==> config.mk <==
export PLATFORM = sky130hd
export DESIGN_NAME = mul_share_ctrl
export DESIGN_NICKNAME = d
export VERILOG_FILES = /design/src/rtl/mul_share_ctrl.sv
export SDC_FILE = /design/constraint.sdc
export NUM_CORES = 1
export LEC_CHECK = 0
export ABC_AREA = 1
export CORE_MARGIN = 2
export CORE_UTILIZATION = 40
export DETAILED_ROUTE_END_ITERATION = 8
export PLACE_DENSITY = 0.88
export SLEW_MARGIN = 20
export SYNTH_ARGS = -nofsm -noshare
export SYNTH_HDL_FRONTEND = slang
export SYNTH_SLANG_ARGS = --single-unit
==> constraint.sdc <==
create_clock -name clk -period 1.7 [get_ports clk]
set_clock_uncertainty 0.1 [all_clocks]
set_input_delay 0.255 -clock clk [delete_from_list [all_inputs] [get_ports clk]]
set_output_delay 0.255 -clock clk [all_outputs]
set_load 0.005 [all_outputs]
==> src/rtl/mul_share_ctrl.sv <==
// Round-robin sequencer sharing one 16x16 multiplier datapath between two requesters.
// Operands are held on mul_* for MUL_LAT cycles, then the product is returned with id, tag and flags.
module mul_share_ctrl #(
    parameter int MUL_LAT = 1,
    parameter int TAG_W   = 4
) (
    input  logic             clk,
    input  logic             rst_n,
    input  logic             req0_valid,
    output logic             req0_ready,
    input  logic [15:0]      req0_a,
    input  logic [15:0]      req0_b,
    input  logic             req0_signed,
    input  logic [TAG_W-1:0] req0_tag,
    input  logic             req1_valid,
    output logic             req1_ready,
    input  logic [15:0]      req1_a,
    input  logic [15:0]      req1_b,
    input  logic             req1_signed,
    input  logic [TAG_W-1:0] req1_tag,
    output logic [15:0]      mul_a,
    output logic [15:0]      mul_b,
    output logic             mul_signed,
    input  logic [31:0]      mul_product,
    output logic             rsp_valid,
    input  logic             rsp_ready,
    output logic             rsp_id,
    output logic [TAG_W-1:0] rsp_tag,
    output logic [31:0]      rsp_product,
    output logic             rsp_zero,
    output logic             rsp_neg
);

    typedef enum logic [1:0] {ST_IDLE, ST_WAIT, ST_RESP} state_t;

    localparam logic [3:0] LAT_INIT = 4'(MUL_LAT);

    state_t             state_q, state_d;
    logic               last_grant_q, last_grant_d;
    logic [3:0]         cnt_q, cnt_d;
    logic [15:0]        mul_a_q, mul_a_d;
    logic [15:0]        mul_b_q, mul_b_d;
    logic               mul_signed_q, mul_signed_d;
    logic               id_q, id_d;
    logic [TAG_W-1:0]   tag_q, tag_d;
    logic [31:0]        product_q, product_d;
    logic               zero_q, zero_d;
    logic               neg_q, neg_d;

    logic               grant_id;
    logic               accept;

    // With both requesters pending, the one that did not win last time goes next.
    always_comb begin
        grant_id   = (req0_valid & req1_valid) ? ~last_grant_q : req1_valid;
        req0_ready = rst_n & (state_q == ST_IDLE) & req0_valid & ~grant_id;
        req1_ready = rst_n & (state_q == ST_IDLE) & req1_valid & grant_id;
        accept     = req0_ready | req1_ready;
    end

    always_comb begin
        state_d      = state_q;
        last_grant_d = last_grant_q;
        cnt_d        = cnt_q;
        mul_a_d      = mul_a_q;
        mul_b_d      = mul_b_q;
        mul_signed_d = mul_signed_q;
        id_d         = id_q;
        tag_d        = tag_q;
        product_d    = product_q;
        zero_d       = zero_q;
        neg_d        = neg_q;
        case (state_q)
            ST_IDLE: begin
                if (accept) begin
                    mul_a_d      = grant_id ? req1_a      : req0_a;
                    mul_b_d      = grant_id ? req1_b      : req0_b;
                    mul_signed_d = grant_id ? req1_signed : req0_signed;
                    tag_d        = grant_id ? req1_tag    : req0_tag;
                    id_d         = grant_id;
                    last_grant_d = grant_id;
                    cnt_d        = LAT_INIT;
                    state_d      = ST_WAIT;
                end
            end
            ST_WAIT: begin
                cnt_d = cnt_q - 4'd1;
                // Last count: the datapath output has settled for the held operands.
                if (cnt_q == 4'd1) begin
                    product_d = mul_product;
                    zero_d    = (mul_product == 32'd0);
                    neg_d     = mul_signed_q & mul_product[31];
                    state_d   = ST_RESP;
                end
            end
            ST_RESP: begin
                if (rsp_ready) begin
                    state_d = ST_IDLE;
                end
            end
            default: state_d = ST_IDLE;
        endcase
    end

    always_ff @(posedge clk) begin
        if (!rst_n) begin
            state_q      <= ST_IDLE;
            last_grant_q <= 1'b1;
            cnt_q        <= 4'd0;
            mul_a_q      <= 16'd0;
            mul_b_q      <= 16'd0;
            mul_signed_q <= 1'b0;
            id_q         <= 1'b0;
            tag_q        <= '0;
            product_q    <= 32'd0;
            zero_q       <= 1'b0;
            neg_q        <= 1'b0;
        end else begin
            state_q      <= state_d;
            last_grant_q <= last_grant_d;
            cnt_q        <= cnt_d;
            mul_a_q      <= mul_a_d;
            mul_b_q      <= mul_b_d;
            mul_signed_q <= mul_signed_d;
            id_q         <= id_d;
            tag_q        <= tag_d;
            product_q    <= product_d;
            zero_q       <= zero_d;
            neg_q        <= neg_d;
        end
    end

    assign mul_a       = mul_a_q;
    assign mul_b       = mul_b_q;
    assign mul_signed  = mul_signed_q;
    assign rsp_valid   = (state_q == ST_RESP);
    assign rsp_id      = id_q;
    assign rsp_tag     = tag_q;
    assign rsp_product = product_q;
    assign rsp_zero    = zero_q;
    assign rsp_neg     = neg_q;

endmodule

Yosys cells after proc, flatten, opt, wreduce, memory -nomap -nowiden:

Index checks and enable logic that the tools add are counted.

* shifts and indexed selects: 0
* $add $sub $neg: 1
* magnitude comparators: 0
* div/mod/pow operators: 0
* equality and inequality tests: 6
* reduce and logical (&&, ||, !) cells: 7
* multiplexer cells: 11
* multiply operators: 0
* bitwise operators: 10

Operators with widths (number)
* zero test 32 bit: 1
* 2-to-1 mux 16 bit: 2
* 2-to-1 mux 4 bit: 2
* one-hot mux 4 bit (2 select lines): 1
* AND 1 bit: 7
* 2-to-1 mux 2 bit: 3
* one-hot mux 2 bit (3 select lines): 1
* AND reduction 2 bit: 3
* == test 4 x 1 -> 1 bit, second input constant: 1
* inequality test 2 bit, second input constant: 2
* subtractor 4 x 1 -> 4 bit, second input constant: 1
* AND reduction 3 bit: 1
* == test 2 x 1 -> 1 bit, second input constant: 1
* == test 2 bit, second input constant: 1
* zero test 2 bit: 1
* 2-to-1 mux 1 bit: 2
* inequality test 2 x 1 -> 1 bit, second input constant: 1
* NOT 1 bit: 2
* nonzero test 2 bit: 1
* OR 1 bit: 1

* bits in latches: 0
* memories kept: 0
* bits in read-only memories: 0
* register bits: 79
* RAM bits: 0
* bits of input ports: 111
* logic and storage cells: 46
* output and inout port bits: 75

Longest topological paths before layout:

* depth after elaboration: 7
* mapped depth: 10
* gate-level depth less buffers: 8

Worst setup path before layout:

OpenSTA, ideal clock, no wires.

* kind: register to register
* from: reg state_q[0]
* to: reg mul_a_q[10] (netlist: mul_a[10])
* buffers on the path: 2
* arrival: 1116 ps
* cell stages (with the launch flop): 9
* setup slack: 371 ps
* period minus slack after synthesis: 1329 ps
* required time: 1487 ps
* setup time: 113 ps
* cell sequence: dfxtp_1 nor2_1 nand3_2 nand2_4 buf_8 buf_12 nand3_2 nand2_1 nor2_1

* longest elaborated chain between the ends: 6
* elaborated cells on any way between the ends: 8
* those cells by class: 6 x bitwise; 2 x reduce/logical

RTL lines
* start, declared: line 38 `state_t state_q, state_d;`
* start signal, assigned: line 119 `state_q <= state_d;`
* zero test 2 bit (*): line 56, 57, 73
* AND 1 bit: line 56, 57
* AND 1 bit, on equally long branches (2 in a row): line 56, 57
* OR 1 bit: line 58 `accept = req0_ready | req1_ready;`
* AND reduction 2 bit (no line) (*)
* end signal, assigned: line 122 `mul_a_q <= mul_a_d;`
* end, declared: line 41 `logic [15:0] mul_a_q, mul_a_d;`

Every way passes the cells marked *; elsewhere a longest branch is shown, timed or not.
A chain may end at the register's enable or synchronous reset.

Worst setup path after layout:

* from: in req0_valid
* to: out req1_ready

* longest elaborated chain between the ends: 3

RTL lines
* start, declared: line 9 `input logic req0_valid,`
* AND 1 bit: line 55 `grant_id = (req0_valid & req1_valid) ? ~last_grant_q : req1_valid;`
* 2-to-1 mux 1 bit: line 55
* AND 1 bit: line 57 `req1_ready = rst_n & (state_q == ST_IDLE) & req1_valid & grant_id;`
* end, declared: line 16 `output logic req1_ready,`

Every way passes these cells.

==> impl.org <==
** Run status
- The run finished with clean final reports.

** Worst setup path
- Category of the worst setup path capture point :: output port
- Top fanout value on the critical path :: 2
- Worst flop-to-flop path endpoint :: rsp_product[24]
- Measured in cells, the most critical reg-to-reg path has a length of 7.
- In this run the critical register-to-register path is launched from cnt_q[1].
- STA puts the critical path data required time at 1340 ps.
- Critical path class :: input pin to output port
- Setup slack of the worst register-to-register path :: 130 ps
- The worst setup path is launched from an input pin.
- At the worst endpoint, the arrival time is about 1300 ps.

** Hold path
- The worst hold path was traced through 3 stages.
- The path class of the tightest hold or removal check is input pin to flop.
- Beginning of the worst hold path :: rst_n
- The path with the worst hold slack has its endpoint at rsp_product[26].

** Floorplan
- The floorplan has 34 rows.
- In this run the count of I/O pins placed on the die edge is approximately 190.
- Core region area :: 8720 sq um
- Die outline width :: a little under 100 microns
- The initial utilization of the core area, before any placement, comes to approximately 40%.
- The die covers 9750 sq um.
- In this run the vertical extent of the chip is 98.8 microns.

** Route
- Wirelength per Cell :: ~14 microns
- First-pass detailed-route iteration total :: 5
- Detail-routed via count per cell :: 4.92
- Number of DRC markers after the initial detailed-route iteration :: 116
- Total number of vias :: 4022
- For this run, design rule violations remaining after detail routing come to 0.
- Antenna Nets Post-Route :: 0
- Wires add up to around 11 mm.

** Clock tree
- Clk root buf :: sky130_fd_sc_hd__clkbuf_8
- The later pin in the worst-skew pair is clocked with a latency of approximately 330 ps.
- Hold repair after CTS inserted 0 buffers.
- Clock-pin slew was measured on the worst setup and hold paths at 80 ps.
- CTS sink cnt :: 79
- CTS H-tree lvls :: 3
- Counting the buffers created by CTS gives 9.
- The longest clock path from root to sink contains 2 buffers.
- TritonCTS built the clock tree.

** Global route
- Total grt overflow :: 0
- Gr busiest metal :: met2
- The first global-routing pass estimated 18.7 mm of wire.
- Vias in the first global route :: 4067
- Global routing consumed, on the met2 layer, 41.6% of the routing resources.
- The number of antenna violations at the first check in global routing is 0.
- Global routing used 26.2% of the available met1 tracks.
- Met3 global-route usage :: 7.02%
- Largest net degree at the start of global routing :: 54
- Global routing consumed, over all layers together, 23.4% of the routing resources.

** Timing
- In this run the tightest slew margin relative to its limit is 66.0%.
- Setup repair after global routing could not meet its margin everywhere.
- For the finished layout, the period the worst path requires is 1660 ps.
- Dividing the final minimum period by the clock period gives between 90% and 100%.
- Timing would allow up to approximately 600 MHz.
- The number of slew-limit violations in the final report came to 0.
- Summed over all failing endpoints, the final setup total negative slack is 0 ps.
- Hold Fails Final Rpt :: 0
- For the pin with the worst max-slew slack, the measured transition is just over 500 ps.
- Setup violations remaining at the end of the flow were counted as 0.

** Finish
- At the end of the flow the core is filled with cells to approximately 67%.
- The number of antenna diodes in the final layout is 0.
- In the final layout, the share of cells above drive strength 1 is 10.7%.
- Total number of nets in the final design :: 818
- Growth of design area from synthesis to finish :: 62.8%
- Total of fill cells in the finished design :: 693

** Synthesis
- During synthesis, Yosys emitted a total of 0 warnings.
- The cell area that synthesis handed to floorplanning was 3590 sq um.
- Post-synthesis sequential element count :: 79
- XOR/XNOR share of the synthesized area :: 0%
- Main combinational cell family by area after synthesis :: simple AND/OR/NAND/NOR gates
- The cell count after synthesis came out at 516.
- After Yosys synthesis, and, or, nand and nor cells account for 41.8% of the synthesized area.
- Synthesized netlist net count :: 629
- Cell variety after synth :: 26
- Sequential-to-total area share from yosys stat :: roughly 44%
- The synthesized netlist devotes 6.24% of its cell area to compound gates.
- In this run the mean area of a mapped cell was between 6 and 7 sq um.
- Of the total synthesized cell area, the portion taken by full adders, half adders and majority gates is 0.697%.
- Of the post-synthesis cell area, the part taken by muxes is 0%.

** Power and ir drop
- Sequential cells burn 41.6% of the power.
- Net switching power :: 1310 uW
- Leakage power of the design :: 0.00251 uW
- Power comes to approximately 5100 uW.
- Power density over cell area :: 870 nW/um^2
- Of the total power, the clock network draws 32.7%.
- Cell-internal power :: 3780 uW
- IR analysis of the VDD net gives a maximum drop of 0.000503 V.
- Switching part of the total :: between 20% and 30%
- Combinational group share of total power :: 25.7%

** Run
- Max Cap Viol :: 0

** Place
- The congestion estimate from routability-driven global placement came to roughly 0.84.
- DP Wirelength :: around 8.4 mm
- Buffers placed on the I/O ports in this run total 185.
[layout by cell type (no fill, tap or decap), types with 2 or more instances in the layout]
cell type	Yosys	final
sky130_fd_sc_hd__inv_2	3	2
sky130_fd_sc_hd__bufinv_16	0	3
sky130_fd_sc_hd__clkbuf_8	0	10
sky130_fd_sc_hd__a21oi_1	11	11
sky130_fd_sc_hd__dfxtp_2	0	2
sky130_fd_sc_hd__nor2_1	156	155
sky130_fd_sc_hd__inv_4	1	2
sky130_fd_sc_hd__nand2_1	139	138
sky130_fd_sc_hd__clkbuf_1	6	3
sky130_fd_sc_hd__o21ai_0	31	31
sky130_fd_sc_hd__nand3_2	21	21
sky130_fd_sc_hd__nor2_4	2	3
sky130_fd_sc_hd__nand3_1	22	22
sky130_fd_sc_hd__ha_1	2	2
sky130_fd_sc_hd__inv_1	10	9
sky130_fd_sc_hd__nor3_1	2	2
sky130_fd_sc_hd__dlygate4sd2_1	0	2
sky130_fd_sc_hd__buf_4	2	19
sky130_fd_sc_hd__dfxtp_1	79	76
sky130_fd_sc_hd__clkdlybuf4s50_1	0	181
sky130_fd_sc_hd__nand2_2	2	3
[flip-flops by register name, indices dropped and copies added (netlist names), 2 cells and up]
register     count
rsp_product     32
mul_a           16
mul_b           16
cnt_q            4
rsp_tag          4
state_q          2
[how the worst max path moves through the flow]
stage                from          to  slack [ps]  depth (start not counted)
2_1_floorplan  state_q[0]   mul_a[10]         370                          8
3_3_place_gp   req0_valid  req0_ready        -190                          6
3_5_place_dp   req0_valid  req0_ready        -250                          6
4_1_cts        req0_valid  req0_ready         -70                          7
5_1_grt        req0_valid  req0_ready         -20                          7
6_report       req0_valid  req1_ready          40                          7
[layer usage]
metal / part of all wire [%] / wire (microns) / vias to the layer above
met5: 0 / 0 / -
met1: 40 / 4500 / 1820
li1: - / - / 1987
met3: 9.9 / 1110 / 23
met4: 2.3 / 255 / 0
met2: 48 / 5360 / 192
[cells by family after synthesis]
family                     Yosys count
and+or+nand+nor                    347
buffers and inverters               44
AOI/OAI and AO/OA                   44
DFF                                 79
adders and majority gates            2
[cell usage after synthesis (all sizes together)]
| master | count | area share [%] |
|---|---|---|
| o21bai | 1 | 0.21 |
| a31oi | 1 | 0.17 |
| dfxtp | 79 | 44 |
| nand2 | 143 | 16 |
| clkbuf | 8 | 0.91 |
| o21ai | 31 | 4.3 |
| a21oi | 11 | 1.5 |
| buf | 22 | 4.8 |
| nor3 | 2 | 0.28 |
| inv | 14 | 1.5 |
| or2 | 1 | 0.17 |
| nand3 | 43 | 8.9 |
| nor2 | 158 | 17 |
| ha | 2 | 0.70 |
[area by class of cell]
class / count / area (sq um) / area share (%)
timing repair buffer: 208 / 2050 / 35.1
multi-input combinational: 393 / 1770 / 30.3
sequential: 79 / 1590 / 27.2
clock buffer: 13 / 149 / 2.55
tap: 108 / 135 / 2.31
clock inverter: 3 / 90.1 / 1.54
inverter: 14 / 62.6 / 1.07
[critical path, stage by stage]
cell                              delay [ps]
sky130_fd_sc_hd__clkdlybuf4s50_1         490
sky130_fd_sc_hd__nand2_1                  70
sky130_fd_sc_hd__nand2_2                 100
sky130_fd_sc_hd__inv_4                    50
sky130_fd_sc_hd__nand2_4                  60
sky130_fd_sc_hd__inv_1                    30
sky130_fd_sc_hd__dlygate4sd2_1           250
[timing repair]
item / CTS / global route
setup endpoints to repair: 4 / 56
cloned: 0 / 1
pin swaps: 2 / 2
buffers inserted: 3 / 0
gates resized for setup: 11 / 10
[power by group through the flow]
stage          Combinational [uW]  Sequential [uW]  Clock, uW
3_5_place_dp                 1270             2160          0
6_report                     1300             2120       1660
2_1_floorplan                 563             2160          0
5_1_grt                      1440             2140       1770
3_3_place_gp                 1230             2150          0
4_1_cts                      1290             2120       1700
[metrics by stage]
stage          std cells  cell area (sq um)  hold slack (ps)  worst slack, ps
6_report             818               5850              149             37.8
5_1_grt              818               5850              195            -21.5
4_1_cts              817               5800              141            -73.8
3_5_place_dp         798               5520              352             -247
3_3_place_gp         798               5520              349             -195
2_1_floorplan        516               3590              290              371
Power figures use the tool's default switching activity.
